`src/rtl/mpu_input_ctrl_if.sv`:
```
// Signal bundle between the board-side switches/buttons and the mpu input front-end.
// The board side (master) drives the raw inputs; the front-end (slave) drives mpu stimulus.
interface mpu_input_ctrl_if #(
  parameter int WIDTH   = 4,
  parameter int NUM_OPS = 3
);
  localparam int SEL_W = (NUM_OPS > 1) ? $clog2(NUM_OPS) : 1;

  logic [WIDTH-1:0] sw_i;
  logic             cin_sw_i;
  logic             btn_load_i;
  logic             btn_step_i;
  logic [WIDTH-1:0] m_o [NUM_OPS-1:0];
  logic             cin_o;
  logic [SEL_W-1:0] sel_o;
  logic             step_o;

  modport master (
    output sw_i, cin_sw_i, btn_load_i, btn_step_i,
    input  m_o, cin_o, sel_o, step_o
  );

  modport slave (
    input  sw_i, cin_sw_i, btn_load_i, btn_step_i,
    output m_o, cin_o, sel_o, step_o
  );
endinterface

```
`src/rtl/mpu_input_ctrl.sv`:
```
// Input front-end for the 4-bit mpu: synchronizes and debounces switches/buttons into operands,
// carry-in and a one-cycle step strobe. Define AUTO_STEP_EN for auto-repeat stepping while held.
//
// state | meaning
// IDLE  | button released, waiting for a debounced press
// FIRE  | one-cycle internal press pulse
// HELD  | waiting for debounced release (step: auto-repeat timing when enabled)
module mpu_input_ctrl #(
  parameter int WIDTH         = 4,
  parameter int NUM_OPS       = 3,
  parameter int DEB_CYCLES    = 1_000_000,
  parameter int REPEAT_CYCLES = 25_000_000
) (
  input logic           clk,
  input logic           reset,
  mpu_input_ctrl_if.slave bus
);
  localparam int SEL_W    = (NUM_OPS > 1) ? $clog2(NUM_OPS) : 1;
  localparam int NIN      = WIDTH + 3;
  localparam int IDX_CIN  = WIDTH;
  localparam int IDX_LOAD = WIDTH + 1;
  localparam int IDX_STEP = WIDTH + 2;
  localparam int DW       = (DEB_CYCLES > 2) ? $clog2(DEB_CYCLES) : 1;
  localparam logic [DW-1:0] DEB_LOAD = DW'(DEB_CYCLES - 1);

  generate
    if (DEB_CYCLES < 2) begin : g_bad_deb
      $error("mpu_input_ctrl: DEB_CYCLES must be >= 2");
    end
    if (NUM_OPS < 2) begin : g_bad_ops
      $error("mpu_input_ctrl: NUM_OPS must be >= 2");
    end
  endgenerate

  typedef enum logic [1:0] {ST_IDLE, ST_FIRE, ST_HELD} btn_state_t;

  logic [NIN-1:0]   raw, sync1, sync2, stable;
  logic [DW-1:0]    deb_cnt [NIN];
  logic [1:0]       sync_vld;
  logic             arm_load, arm_step;
  btn_state_t       ld_state, ld_next, st_state, st_next;
  logic             ld_fire, st_fire, step_pend, step_q;
  logic [WIDTH-1:0] m_q [NUM_OPS-1:0];
  logic [SEL_W-1:0] sel_q;

  assign raw = {bus.btn_step_i, bus.btn_load_i, bus.cin_sw_i, bus.sw_i};

  // Each down-counter reloads on agreement; the level flips when it expires while still differing.
  always_ff @(posedge clk) begin
    if (reset) begin
      sync1  <= '0;
      sync2  <= '0;
      stable <= '0;
      for (int i = 0; i < NIN; i++) deb_cnt[i] <= DEB_LOAD;
    end else begin
      sync1 <= raw;
      sync2 <= sync1;
      for (int i = 0; i < NIN; i++) begin
        if (sync2[i] == stable[i]) begin
          deb_cnt[i] <= DEB_LOAD;
        end else if (deb_cnt[i] == '0) begin
          stable[i]  <= ~stable[i];
          deb_cnt[i] <= DEB_LOAD;
        end else begin
          deb_cnt[i] <= deb_cnt[i] - DW'(1);
        end
      end
    end
  end

  // A button only arms after a post-reset low sample, so one held through reset cannot fire.
  always_ff @(posedge clk) begin
    if (reset) begin
      sync_vld <= '0;
      arm_load <= 1'b0;
      arm_step <= 1'b0;
    end else begin
      sync_vld <= {sync_vld[0], 1'b1};
      arm_load <= arm_load | (sync_vld[1] & ~sync2[IDX_LOAD]);
      arm_step <= arm_step | (sync_vld[1] & ~sync2[IDX_STEP]);
    end
  end

`ifdef AUTO_STEP_EN
  localparam int RW = (REPEAT_CYCLES > 2) ? $clog2(REPEAT_CYCLES) : 1;
  localparam logic [RW-1:0] RPT_LOAD = RW'(REPEAT_CYCLES - 2);
  logic [RW-1:0] rpt_cnt;

  generate
    if (REPEAT_CYCLES < 2) begin : g_bad_rpt
      $error("mpu_input_ctrl: REPEAT_CYCLES must be >= 2");
    end
  endgenerate

  always_ff @(posedge clk) begin
    if (reset || st_state != ST_HELD) rpt_cnt <= RPT_LOAD;
    else if (rpt_cnt != '0)           rpt_cnt <= rpt_cnt - RW'(1);
  end
`endif

  always_ff @(posedge clk) begin
    if (reset) begin
      ld_state <= ST_IDLE;
      st_state <= ST_IDLE;
    end else begin
      ld_state <= ld_next;
      st_state <= st_next;
    end
  end

  always_comb begin
    ld_next = ld_state;
    case (ld_state)
      ST_IDLE: if (stable[IDX_LOAD]) ld_next = arm_load ? ST_FIRE : ST_HELD;
      ST_FIRE: ld_next = ST_HELD;
      ST_HELD: if (!stable[IDX_LOAD]) ld_next = ST_IDLE;
      default: ld_next = ST_IDLE;
    endcase
  end

  always_comb begin
    st_next = st_state;
    case (st_state)
      ST_IDLE: if (stable[IDX_STEP]) st_next = arm_step ? ST_FIRE : ST_HELD;
      ST_FIRE: st_next = ST_HELD;
      ST_HELD: begin
        if (!stable[IDX_STEP]) st_next = ST_IDLE;
`ifdef AUTO_STEP_EN
        else if (arm_step && rpt_cnt == '0) st_next = ST_FIRE;
`endif
      end
      default: st_next = ST_IDLE;
    endcase
  end

  assign ld_fire = (ld_state == ST_FIRE);
  assign st_fire = (st_state == ST_FIRE);

  // A step coinciding with a load is held back one cycle so mpu sees the new operand.
  always_ff @(posedge clk) begin
    if (reset) begin
      for (int i = 0; i < NUM_OPS; i++) m_q[i] <= '0;
      sel_q     <= '0;
      step_q    <= 1'b0;
      step_pend <= 1'b0;
    end else begin
      if (ld_fire) begin
        for (int i = 0; i < NUM_OPS; i++) begin
          if (SEL_W'(i) == sel_q) m_q[i] <= stable[WIDTH-1:0];
        end
        sel_q <= (sel_q == SEL_W'(NUM_OPS - 1)) ? '0 : sel_q + SEL_W'(1);
      end
      step_q    <= (st_fire & ~ld_fire) | step_pend;
      step_pend <= st_fire & ld_fire;
    end
  end

  assign bus.m_o    = m_q;
  assign bus.sel_o  = sel_q;
  assign bus.cin_o  = stable[IDX_CIN];
  assign bus.step_o = step_q;
endmodule

```
`src/flat_wrapper.sv`:
```
// flat-port wrapper written by rule: the top's interface ports become plain ports
module mpu_input_ctrl_flat 
#(
  parameter int WIDTH         = 4,
  parameter int NUM_OPS       = 3,
  parameter int DEB_CYCLES    = 1_000_000,
  parameter int REPEAT_CYCLES = 25_000_000
)
  (clk, reset, bus_sw_i, bus_cin_sw_i, bus_btn_load_i, bus_btn_step_i, bus_m_o, bus_cin_o, bus_sel_o, bus_step_o);
  mpu_input_ctrl_if #(.WIDTH(WIDTH), .NUM_OPS(NUM_OPS)) bus_i ();
  input logic clk;
  input logic reset;
  input wire logic [$bits(bus_i.sw_i)-1:0] bus_sw_i;
  input wire logic [$bits(bus_i.cin_sw_i)-1:0] bus_cin_sw_i;
  input wire logic [$bits(bus_i.btn_load_i)-1:0] bus_btn_load_i;
  input wire logic [$bits(bus_i.btn_step_i)-1:0] bus_btn_step_i;
  output wire logic [$bits(bus_i.m_o)-1:0] bus_m_o;
  output wire logic [$bits(bus_i.cin_o)-1:0] bus_cin_o;
  output wire logic [$bits(bus_i.sel_o)-1:0] bus_sel_o;
  output wire logic [$bits(bus_i.step_o)-1:0] bus_step_o;
  assign bus_i.sw_i = bus_sw_i;
  assign bus_i.cin_sw_i = bus_cin_sw_i;
  assign bus_i.btn_load_i = bus_btn_load_i;
  assign bus_i.btn_step_i = bus_btn_step_i;
  assign bus_m_o = {>>{bus_i.m_o}};
  assign bus_cin_o = bus_i.cin_o;
  assign bus_sel_o = bus_i.sel_o;
  assign bus_step_o = bus_i.step_o;
  mpu_input_ctrl #(.WIDTH(WIDTH), .NUM_OPS(NUM_OPS), .DEB_CYCLES(DEB_CYCLES), .REPEAT_CYCLES(REPEAT_CYCLES)) u_core (.clk(clk), .reset(reset), .bus(bus_i));
endmodule
```
`config.mk`:
```
export PLATFORM = sky130hd
export DESIGN_NAME = mpu_input_ctrl_flat
export DESIGN_NICKNAME = d
export VERILOG_FILES = /design/src/rtl/mpu_input_ctrl_if.sv /design/src/rtl/mpu_input_ctrl.sv /design/src/flat_wrapper.sv
export SDC_FILE = /design/constraint.sdc
export NUM_CORES = 1
export LEC_CHECK = 0
export ABC_AREA = 1
export CAP_MARGIN = 15
export CORE_ASPECT_RATIO = 0.5
export CORE_UTILIZATION = 60
export DETAILED_ROUTE_END_ITERATION = 10
export PLACE_DENSITY_LB_ADDON = 0.05
export RECOVER_POWER = 25
export SLEW_MARGIN = 10
export SYNTH_ARGS = -nofsm -noshare
export SYNTH_HDL_FRONTEND = slang
export SYNTH_SLANG_ARGS = --single-unit
```
`constraint.sdc`:
```
create_clock -name clk -period 2 [get_ports clk]
set_input_delay 0.2 -clock clk [delete_from_list [all_inputs] [get_ports clk]]
set_output_delay 0.2 -clock clk [all_outputs]
set_load 0.005 [all_outputs]
```
== Word level (Yosys, flattened, before mapping) ==
Memories as Yosys holds them, arrays and structs flattened.
Index checks and enable logic that the tools add are counted.

* Register bits: 45
* Memories: 1
* Output and inout bits: 16
* Bits in writable memories: 140

{| class="wikitable"
|+ Memories
! name !! words !! bits a word !! read ports !! clocked after memory_dff !! wr ports !! line !! RTL
|-
| u_core.deb_cnt || 7 || 20 || 7 || 0 || 7 || mpu_input_ctrl.sv:38 || <nowiki>logic [DW-1:0] deb_cnt [NIN];</nowiki>
|}

* $add $sub $neg: 8
* Reductions and logical operators: 22
* Bitwise gates (word level): 45
* Equal/unequal tests: 18
* Mux-type cells: 110

{| class="wikitable"
|+ Operator list
! cell !! count
|-
| 2-to-1 mux 20 bit || 21
|-
| logical NOT 20 bit || 7
|-
| subtractor 20 x 1 -> 20 bit, second input constant || 7
|-
| 2-to-1 mux 1 bit || 80
|-
| OR 1 bit || 24
|-
| AND reduction 2 bit || 12
|-
| inverter 1 bit || 17
|-
| 2-to-1 mux 2 bit || 7
|-
| case mux 2 bit (3 select lines) || 2
|-
| equality test 1 bit || 7
|-
| equality test 2 bit, second input constant || 3
|-
| logical NOT 2 bit || 3
|-
| bitwise AND 1 bit || 4
|-
| equality test 2 x 1 -> 1 bit, second input constant || 2
|-
| != test 2 x 1 -> 1 bit, second input constant || 2
|-
| != test 2 bit, second input constant || 2
|-
| adder 2 x 1 -> 2 bit, second input constant || 1
|-
| equality test 1 x 2 -> 1 bit, first input constant || 1
|-
| equality test 2 bit, first input constant || 1
|}

== Depth between registers and ports, before layout ==
Gate-level depths: netlist of run 1.
An unclocked memory read counts as a cell.

* Depth in word-level cells: 8
* Gate-level depth with buffers: 11
* Mapped depth without buffers: 10

== Worst setup path after synthesis of run 1 ==
OpenSTA, ideal clock, no wires.

* Kind: register to register
* Start: mem u_core.deb_cnt[0][0] (netlist name)
* End: mem u_core.deb_cnt[0][18] (netlist name), data pin
* Clock period less this slack: 1666 ps
* Data arrival time: 1407 ps
* Path buffers: 0
* Setup time: 258 ps
* Setup slack: 334 ps
* Required time: 1742 ps
* Cell stages (with the launch flop): 10
* Path through: edfxtp_1 -> inv_1 -> ha_1 -> inv_1 -> nor2_1 -> nand2_1 -> nor2_2 -> nand3_1 -> nand2_1 -> nand3_2

{| class="wikitable"
|+ RTL lines
! element !! line
|-
| start, declared || mpu_input_ctrl.sv:38
|}

==> results list, run 1 <==
* Outcome: finished, final reports clean
- From left edge to right edge, the die measures 189 µm.
- Number of distinct library cell variants in the gate-level netlist after synthesis: 34
* Global placer's final weighted congestion: 0.889
- Vias in the first global route: 8202
* Register area share after synthesis: 0.485
- Final number of setup-violating endpoints: 0
- Post-DR wirelength/cell: 12.2 µm
* RR Endpoint: u_core.deb_cnt[1][30]
- CTS Buf Count: 17
* GR Overflow Total: 0
- The worst setup path is of the reg2reg kind.
- The longest clock path from root to sink contains 2 buffers.
- I/O pin cnt: 25
- The number of max-slew violations in the final report is 0.
* Layout overhead on the synthesized area: 15.4%
- Top delay family on crit path: simple AND/OR/NAND/NOR gates
* H-tree depth: 4
- Worst Clk Skew: 0.0127 ns
- Most common library cell in the layout ignoring fill and taps: sky130_fd_sc_hd__nand2_1
- Startpoint type of the worst setup path: register
* Iter 0 DRT Violations: 455
* Worst reg2reg setup slack: 0.17 ns
- The signal on the critical path passes through nor2_1, nand2_1, nor2_1, nand3_1, nand2_1, buf_4, a21oi_1.
* Critical path arrival: 2.01 ns
- Transition time at the pin with the least slew margin: 1.13 ns
- A synthesized cell averages 8.11 µm².
- Min-delay worst type: in2reg
- TritonCTS built the clock tree.
* Die extent in y: 95.7 µm
- # diodes: 0
* Clock slew seen by the registers of the worst setup and hold paths: 0.07 ns
- Post-CTS setup repair buffer count: 0
- The clock net in this run drives a total of 185 sinks.
- Required time reported for the critical path endpoint: 2.18 ns
- The synthesized netlist occupies a cell area of 10500 µm².
- The pre-antenna-repair detailed-routing pass consisted of 6 iterations.
- The worst hold path passes through 3 cells.
- Cells after Synth: 1298
- DRT antenna net count: 0
* IR Drop Worst-Case VDD: 0.624 mV
* Layout Nets: 1502
- Dividing total power by cell area gives a power density of 661 nW/µm².
* Syn. warnings: 0
- In this run the tool buffered the top-level ports with 24 buffer cells.
- Slew headroom: 0.249
- Startpoint of the most critical hold path: bus_sw_i[1]
- For this configuration, the core starts out at a cell density of 0.628.
* Number of synthesized register bits: 185
- Endpoint kind of the worst setup timing path: register
- Post-cts resize count: 0
- Period utilisation layout: 0.914
- Startpoint of the most critical register-to-register path: u_core.deb_cnt[1][35]
- Leakage power of the design: 4.84 nW
* Remaining DRCs: 0
- Minimum clock period after layout: 1.83 ns
- Entering global routing, the biggest net connects 24 pins.
- Wire length of the first global-routing pass: 35900 µm
- Peak clock frequency supported by timing: 547 MHz
- RSZ-0062 raised after global routing: false
- For hold timing, the worst endpoint is u_core.sync1[1].
- Max Fanout on Critical Path: 6
- Leaving out fill and tap cells, the most frequent cells in the layout are sky130_fd_sc_hd__nand2_1 (301), sky130_fd_sc_hd__nor2_1 (252), sky130_fd_sc_hd__inv_1 (157).
* Largest stage delay, worst path: 0.46 ns
* Via count: 8620
- Hold repair after CTS inserted 0 buffers.
- Fillers: 1369
* Final Power: 8.03 mW
- Worst R2R Path Depth: 7
- For the worst-skew pair, the clock arrives at the later sink with an insertion delay of 0.44 ns.
* Buffer cell driving the clock tree root: sky130_fd_sc_hd__clkbuf_16
- Setup TNS: 0 ns
- Total routed wirelength: 21000 µm
* GRT Overall Usage: 0.247
* Hold Vio Cnt, Final: 0
- Standard-cell rows: 33
* Via density per instance: 5.01
* DP HPWL: 15600 µm
* Die ar.: 18100 µm²
- In this run the standard cell core region covers 16800 µm².
* Combined buffer and inverter count along the critical path: 1
- The number of antenna violations at the first check in global routing was 0.
- The slowest stage of the critical path belongs to the cell sky130_fd_sc_hd__edfxtp_1.
* Number of maximum-capacitance violations: 0
* Layout cells sized above 1: 0.111
==> per-stage QoR <==
| step | std cells | instance area [µm²] | worst slack [ns] | hold WS (ns) | util |
|---|---|---|---|---|---|
| 3_5_place_dp | 1687 | 11600 | 0.0972 | 0.397 | 0.691 |
| 6_report | 1719 | 12200 | 0.172 | 0.291 | 0.725 |
| 5_1_grt | 1719 | 12200 | 0.0223 | 0.287 | 0.725 |
| 2_1_floorplan | 1437 | 11100 | 0.334 | 0.269 | - |
| 3_3_place_gp | 1687 | 11600 | 0.170 | 0.389 | 0.691 |
| 4_1_cts | 1719 | 12200 | 0.154 | 0.279 | 0.727 |
==> logic make-up after synthesis <==
logic type,after synthesis,share of synthesized area
AND/OR/NAND/NOR,805,0.364
flip-flops,185,0.485
adder cells (fa/ha/maj),14,0.0166
XOR/XNOR,27,0.0225
buffers and inverters,177,0.0681
other,1,0.000356
AO/OA/AOI/OAI,89,0.0442
==> sequential cells by signal (all words and copies together) (netlist names) <==
register,cells
u_core.deb_cnt,140
u_core.bus.m_o,12
u_core.sync2,7
u_core.step_pend,1
u_core.st_state,2
u_core.sync1,7
u_core.ld_state,2
u_core.arm_load,1
u_core.sync_vld,2
u_core.bus.sel_o,2
u_core.stable,7
u_core.bus.step_o,1
u_core.arm_step,1
==> worst min-delay path, stage by stage <==
cell                              delay, ns
sky130_fd_sc_hd__clkdlybuf4s50_1       0.40
sky130_fd_sc_hd__inv_1                 0.05
sky130_fd_sc_hd__nor2_1                0.03
==> layout make-up <==
class | count | area, µm² | share of cell area
Inverter | 165 | 619 | 0.0509
Timing Repair Buffer | 35 | 332 | 0.0273
Clock inverter | 10 | 96.3 | 0.00792
Multi-Input combinational cell | 1075 | 5200 | 0.428
Clock buffer | 22 | 518 | 0.0426
Sequential cell | 185 | 5100 | 0.420
Tap cell | 227 | 284 | 0.0234
==> synthesized netlist by cell type <==
cell | n | area share
sky130_fd_sc_hd__nand2_1 | 301 | 0.11
sky130_fd_sc_hd__nor2_1 | 250 | 0.089
sky130_fd_sc_hd__inv_1 | 157 | 0.056
sky130_fd_sc_hd__edfxtp_1 | 140 | 0.40
sky130_fd_sc_hd__nand3_1 | 86 | 0.041
sky130_fd_sc_hd__a21oi_1 | 55 | 0.026
sky130_fd_sc_hd__dfxtp_1 | 45 | 0.086
sky130_fd_sc_hd__nand3_2 | 45 | 0.043
sky130_fd_sc_hd__nand4_1 | 28 | 0.017
sky130_fd_sc_hd__nor2_2 | 25 | 0.015
sky130_fd_sc_hd__o21ai_0 | 23 | 0.011
sky130_fd_sc_hd__nand2_2 | 19 | 0.011
sky130_fd_sc_hd__xor2_1 | 16 | 0.013
sky130_fd_sc_hd__ha_1 | 14 | 0.017
sky130_fd_sc_hd__nand3b_1 | 11 | 0.0078
sky130_fd_sc_hd__or2_2 | 11 | 0.0065
sky130_fd_sc_hd__xnor2_1 | 11 | 0.0091
sky130_fd_sc_hd__nor2_4 | 10 | 0.011
sky130_fd_sc_hd__inv_2 | 8 | 0.0029
sky130_fd_sc_hd__nor3_1 | 7 | 0.0033
sky130_fd_sc_hd__buf_6 | 6 | 0.0064
sky130_fd_sc_hd__nand2_4 | 5 | 0.0053
sky130_fd_sc_hd__o21ai_1 | 5 | 0.0024
sky130_fd_sc_hd__a21oi_2 | 4 | 0.0033
sky130_fd_sc_hd__clkbuf_1 | 4 | 0.0014
sky130_fd_sc_hd__nor3_4 | 3 | 0.0046
sky130_fd_sc_hd__buf_4 | 2 | 0.0014
sky130_fd_sc_hd__and3_1 | 1 | 0.00059
sky130_fd_sc_hd__conb_1 | 1 | 0.00036
sky130_fd_sc_hd__nor3b_1 | 1 | 0.00071
sky130_fd_sc_hd__nor4_1 | 1 | 0.00059
sky130_fd_sc_hd__o21a_1 | 1 | 0.00071
sky130_fd_sc_hd__o21bai_1 | 1 | 0.00071
sky130_fd_sc_hd__or2_1 | 1 | 0.00059
==> per-layer routing <==
| layer | vias up | share of wire | GRT usage |
|---|---|---|---|
| met1 | 3983 | 0.46 | 0.303 |
| met5 | - | 0 | 0 |
| met2 | 167 | 0.48 | 0.437 |
| met4 | 0 | 0.014 | 0.0833 |
| met3 | 27 | 0.051 | 0.0534 |
| li1 | 4443 | - | - |
==> where the power goes <==
group / switching, mW / internal [mW] / total (mW) / leakage, nW
clock network: 1.54 / 1.99 / 3.53 / 0.308
logic: 0.178 / 0.0766 / 0.255 / 3.02
registers: 0.0588 / 4.19 / 4.25 / 1.52
total: 1.77 / 6.26 / 8.03 / 4.84
==> how the worst max path moves through the flow <==
| stage | from | to | slack, ns | depth (start not counted) |
|---|---|---|---|---|
| final | u_core.deb_cnt[1][35] | u_core.deb_cnt[1][30] | 0.17 | 7 |
| after global placement | reset | u_core.deb_cnt[0][3] | 0.17 | 9 |
| after CTS | u_core.deb_cnt[1][20] | u_core.deb_cnt[1][38] | 0.15 | 9 |
| after floorplan | u_core.deb_cnt[0][0] | u_core.deb_cnt[0][18] | 0.33 | 9 |
| after global routing | u_core.deb_cnt[1][20] | u_core.deb_cnt[1][38] | 0.02 | 9 |
| after detailed placement | reset | u_core.deb_cnt[3][2] | 0.1 | 8 |
No activity file was read; power rests on OpenSTA's default activity.
==> run 2, diff against run 1 <==
- clock period: 2 -> 2.3 ns (I/O delays scaled with it)
==> results list, run 2 (synthesis gave the netlist of run 1 again) <==
- Leading cell types in the layout, fill and taps excluded: sky130_fd_sc_hd__nand2_1 (301), sky130_fd_sc_hd__nor2_1 (252), sky130_fd_sc_hd__inv_1 (158)
- For this run, the detailed router's first-pass iteration total came to 5.
* Die Width: 189 µm
- Slew headroom: 0.230
- The number of antenna diodes in the final layout is 0.
* Buffer cell driving the clock tree root: sky130_fd_sc_hd__clkbuf_16
* Post-cts resize count: 0
- Across the routed clock network, the largest skew measured is 0.0159 ns.
- Largest stage delay, worst path: 0.55 ns
- The floorplan has 33 rows.
- Worst Hold Endpoint: u_core.sync1[1]
* Initial Utilization: 0.628
- The number of max-slew violations in the final report is 0.
- In this run the deepest clock path goes through 2 buffers.
- The worst setup path is of the in2reg kind.
* Startpoint of the most critical hold path: bus_sw_i[1]
- Clock tree synthesis found a total of 185 sinks.
* Layout overhead on the synthesized area: 14.4%
* Wire length of the first global-routing pass: 35500 µm
* Period utilisation layout: 0.883
- Setup TNS: 0 ns
- H-tree depth: 4
* Startpoint of the most critical register-to-register path: u_core.deb_cnt[0][0]
- For the worst-skew pair, the clock arrives at the later sink with an insertion delay of 0.44 ns.
* Die extent in y: 95.7 µm
- Cell-by-cell trace of the critical path: dlygate4sd3_1, inv_1, o21ai_0, a21oi_1, nand2_4, inv_2, nand3_1
- Clock-pin slew was measured on the worst setup and hold paths at 0.08 ns.
- Min-delay worst type: in2reg
- The worst path needs 2.03 ns of the cycle, external delays included.
- The core region is 16800 µm².
- Among all stages on the critical path, the largest delay is contributed by sky130_fd_sc_hd__dlygate4sd3_1.
* RSZ-0062 raised after global routing: false
* Cell count of the worst hold path: 3
- In this run the count of I/O pins placed on the die edge is 25.
- Startpoint type of the worst setup path: input pin
- Peak clock frequency supported by timing: 492 MHz
- Clock tree synthesis inserted a total of 17 buffers.
* Via count: 8616
- Hold slack final: 0.311 ns
* GRT Overall Usage: 0.246
- STA classifies the critical path endpoint as a register.
- Number of I/O port buffers: 24
- Remaining DRCs: 0
- TritonCTS built the clock tree.
- Number of maximum-capacitance violations: 0
* Required time reported for the critical path endpoint: 2.48 ns
- Once detail routing completed, the nets flagged for antenna violations numbered 0.
- Flip-flop count of the largest register, all copies and words added: 140
- Total routed wirelength: 21200 µm
- Dividing the detail-routed via count by the number of cells gives 5.03.
- The number of global-route vias before repair was 8176.
- In the final layout, the share of cells above drive strength 1 is 0.104.
* Post-CTS setup repair buffer count: 0
- At the pin with the least slew margin, the transition time is 1.15 ns.
- In this run, the number of DRC markers left after iteration 0 of detailed routing was 478.
- Hold Vio Cnt, Final: 0
- The flow ran to the end, and the final reports show no timing, DRC or antenna violations.
- DP HPWL: 15300 µm
- The analysis attributes to cell leakage a power of 4.81 nW.
* Fillers: 1371
* Die ar.: 18100 µm²
* IR Drop Worst-Case VDD: 0.508 mV
- In the final routed layout, each cell accounts on average for 12.4 µm.
* Quantity of hold-fixing buffers added after cts: 0
- Worst reg2reg setup slack: 0.38 ns
* Largest net degree at the start of global routing: 24
* Worst R2R Path Depth: 9
- The library cell used most frequently in the layout, excluding fill and tap cells, is sky130_fd_sc_hd__nand2_1.
* Layout Nets: 1496
* Max Fanout on Critical Path: 16
- Critical path arrival: 2.21 ns
- Power spread over the standard cell area amounts to 575 nW/µm².
- Setup violations remaining at the end of the flow were counted as 0.
- More flip-flops sit in one register than any other, and that register is u_core.deb_cnt.
- The worst register-to-register path ends at u_core.deb_cnt[0][18].
- Number of antenna violations at the first check in global routing: 0
- Global placer's final weighted congestion: 0.887
- GR Overflow Total: 0
==> run 2: cell types whose count changed in the layout (fill, tap and decap cells not counted), sizes merged <==
cell	previous run	this run
dlygate4sd3	8	11
inv	171	172
clkbuf	23	22
buf	10	4
clkdlybuf4s50	16	13
==> run 2: area by class of cell <==
class                      instances  area, µm²  area share
timing repair buffer              29        274      0.0228
multi-input combinational       1075       5170       0.430
clock buffer                      21        483      0.0401
tap                              227        284      0.0236
inverter                         165        619      0.0514
clock inverter                    11        105     0.00873
sequential                       185       5100       0.424
==> run 2: report_power, final <==
part / leakage [nW] / total, mW / internal [mW] / switching, mW
combinational: 3.00 / 0.215 / 0.0608 / 0.154
sequential: 1.52 / 3.69 / 3.64 / 0.0510
clock: 0.294 / 3.02 / 1.64 / 1.37
==> run 2: worst max-delay path: cells and delay by family <==
kind | cells | cell delay, ns
AOI/OAI and AO/OA | 2 | 0.43
buffers and inverters | 3 | 1.29
and+or+nand+nor | 2 | 0.25
==> run 2: through the flow <==
stage	total power [mW]	cells	util	setup WS (ns)	area [µm²]
after floorplan	3.91	1437	-	0.634	11100
after global placement	3.96	1681	0.687	0.232	11500
after detailed placement	3.97	1681	0.687	0.170	11500
after CTS	6.93	1713	0.722	0.383	12100
after global routing	7.09	1713	0.718	0.157	12000
final	6.92	1713	0.718	0.269	12000
==> run 2: per-layer routing <==
metal / track usage / up-vias / part of all wire
met3: 0.0563 / 26 / 0.042
li1: - / 4432 / -
met1: 0.295 / 4016 / 0.47
met4: 0.0867 / 0 / 0.013
met5: 0 / - / 0
met2: 0.441 / 142 / 0.48
==> run 2: worst max-delay path by stage <==
stage	from	cells after the start	slack, ns	end
final	reset	7	0.27	u_core.deb_cnt[3][3]
after global routing	reset	7	0.16	u_core.deb_cnt[3][3]
after CTS	u_core.deb_cnt[0][0]	9	0.38	u_core.deb_cnt[0][18]
after detailed placement	reset	7	0.17	u_core.deb_cnt[3][3]
after global placement	reset	7	0.23	u_core.deb_cnt[3][3]
after floorplan	u_core.deb_cnt[0][0]	9	0.63	u_core.deb_cnt[0][18]
==> variant (settings of run 1) <==
The option `AUTO_STEP_EN` is turned on by a define.
--- a/src/rtl/mpu_input_ctrl.sv
+++ b/src/rtl/mpu_input_ctrl.sv
@@ -6,4 +6,6 @@
 // FIRE  | one-cycle internal press pulse
 // HELD  | waiting for debounced release (step: auto-repeat timing when enabled)
+`define AUTO_STEP_EN
+
 module mpu_input_ctrl #(
   parameter int WIDTH         = 4,
Formal check against the unedited RTL: no difference found for any inputs over 10 cycles, from zero or initial values and one cycle with reset high; that may be too few to reach the edited logic, so the function may still have changed.
==> variant against run 1 <==
Cell area is 6.0% higher; worst hold slack got worse by 0.037 ns; area after synthesis up 5.9%; die area up 5.8%; global-route usage down 0.44 points; setup slack worse by 0.020 ns; critical path depth grew 3; non-clock buffer count is 2 higher; wire length rose by 8.3%; sequential cell count up 25; power rose by 9.8%; largest power group unchanged.
==> variant: results (changes against run 1) <==
stage,metric,value,unit,change
run_status,status,"finished, final reports clean",,unchanged
logic_synthesis,ys_types,39,,was 34
timing,holdWs,0.254,ns,was 0.291 ns
route,first_iter_violations,465,,was 455
place,dpl.hpwl,16900,µm,was 15600 µm
logic_synthesis,synth_compound_area_share,6.16,%,was 4.42%
logic_synthesis,synth_seq_area_share,50.3,%,was 48.5%
cts,clockBufferDepth,3,,was 2
place,place_area,12200,µm²,was 11600 µm²
finish,nets,1619,,was 1502
timing,fin_skew,0.0129,ns,was 0.0127 ns
place,globalplace.congestion,0.901,,was 0.889
cts,cts_buffers,20,,was 17
critical_path,cp_max_fo,11,,was 6
timing,tightest_slew,0.558,ns,was 1.13 ns
logic_synthesis,syn-cell-area,11200,µm²,was 10500 µm²
critical_path,worst_r2r_path_depth,10,,was 7
route,wl_per_cell,12.3,µm,was 12.2 µm
place,placed_cells,1808,,was 1687
logic_synthesis,synth.area.top_cells,"edfxtp_1 (38%), dfxtp_1 (13%), nand2_1 (11%)",,"was edfxtp_1 (40%), nand2_1 (11%), nor2_1 (8.9%)"
cts,clock_latency,0.49,ns,was 0.44 ns
logic_synthesis,yosys.area_share.adder,1.57,%,was 1.66%
global_routing,grt_max_degree,27,,was 24
critical_path,r2r_start,u_core.deb_cnt[1][0],,was u_core.deb_cnt[1][35]
logic_synthesis,avgSynthCellArea,7.89,µm²,was 8.11 µm²
global_routing,grt_usage,24.2,%,was 24.7%
global_routing,grt_pass1_vias,8891,,was 8202
critical_path,worst_path_largest_cell_delay,0.42,ns,was 0.46 ns
finish,drive_gt1_share,6.71,%,was 11.1%
route,drt_wl_total,22800,µm,was 21000 µm
critical_path,r2r_end,u_core.deb_cnt[1][14],,was u_core.deb_cnt[1][30]
power_and_ir_drop,p_int,0.00695,W,was 0.00626 W
worst_hold_path,min_from,bus_sw_i[0],,was bus_sw_i[1]
place,dpl_worst_slack,-0.00655,ns,was 0.0972 ns
[variant: cell types whose count changed after synthesis, moves of 12 or more]
cell and delta:
inv_1 +12, o21ai_0 +38, nor3_1 +12, dfxtp_1 +25, a21oi_1 +13, nor2_1 +34
nand3_2 -43, nand2_1 +20
[variant: cell type report]
type / instances / area [µm²]
tap: 234 / 293
clock inverter: 11 / 81.3
timing repair buffer: 37 / 334
multi-input combinational: 1148 / 5320
sequential: 210 / 5610
fill: 1414 / 4890
clock buffer: 25 / 582
inverter: 179 / 672
[variant: worst max path at each step]
stage | slack [ns] | end | cells after the start | startpoint
finish | 0.15 | u_core.deb_cnt[1][14] | 10 | u_core.deb_cnt[1][0]
global placement | 0.04 | u_core.deb_cnt[1][14] | 7 | reset
global route | 0.001 | u_core.deb_cnt[1][18] | 10 | u_core.deb_cnt[1][0]
detailed placement | -0.007 | u_core.deb_cnt[2][38] | 7 | reset
floorplan | 0.31 | u_core.deb_cnt[1][12] | 10 | u_core.deb_cnt[1][0]
CTS | 0.03 | u_core.deb_cnt[1][14] | 10 | u_core.deb_cnt[1][0]
[variant: power by group through the flow]
stage          combinational (W)  sequential [W]  clock [W]
4_1_cts                 0.000232         0.00474    0.00391
3_3_place_gp            0.000225         0.00483          0
6_report                0.000240         0.00474    0.00384
3_5_place_dp            0.000229         0.00483          0
2_1_floorplan           0.000179         0.00482          0
5_1_grt                 0.000278         0.00475    0.00408
[variant: layer usage]
| layer | track usage [%] | part of all wire (%) |
|---|---|---|
| met4 | 6.66 | 2.0 |
| met3 | 3.76 | 4.6 |
| met1 | 31.3 | 46 |
| met2 | 42.8 | 48 |
| met5 | 0 | 0 |
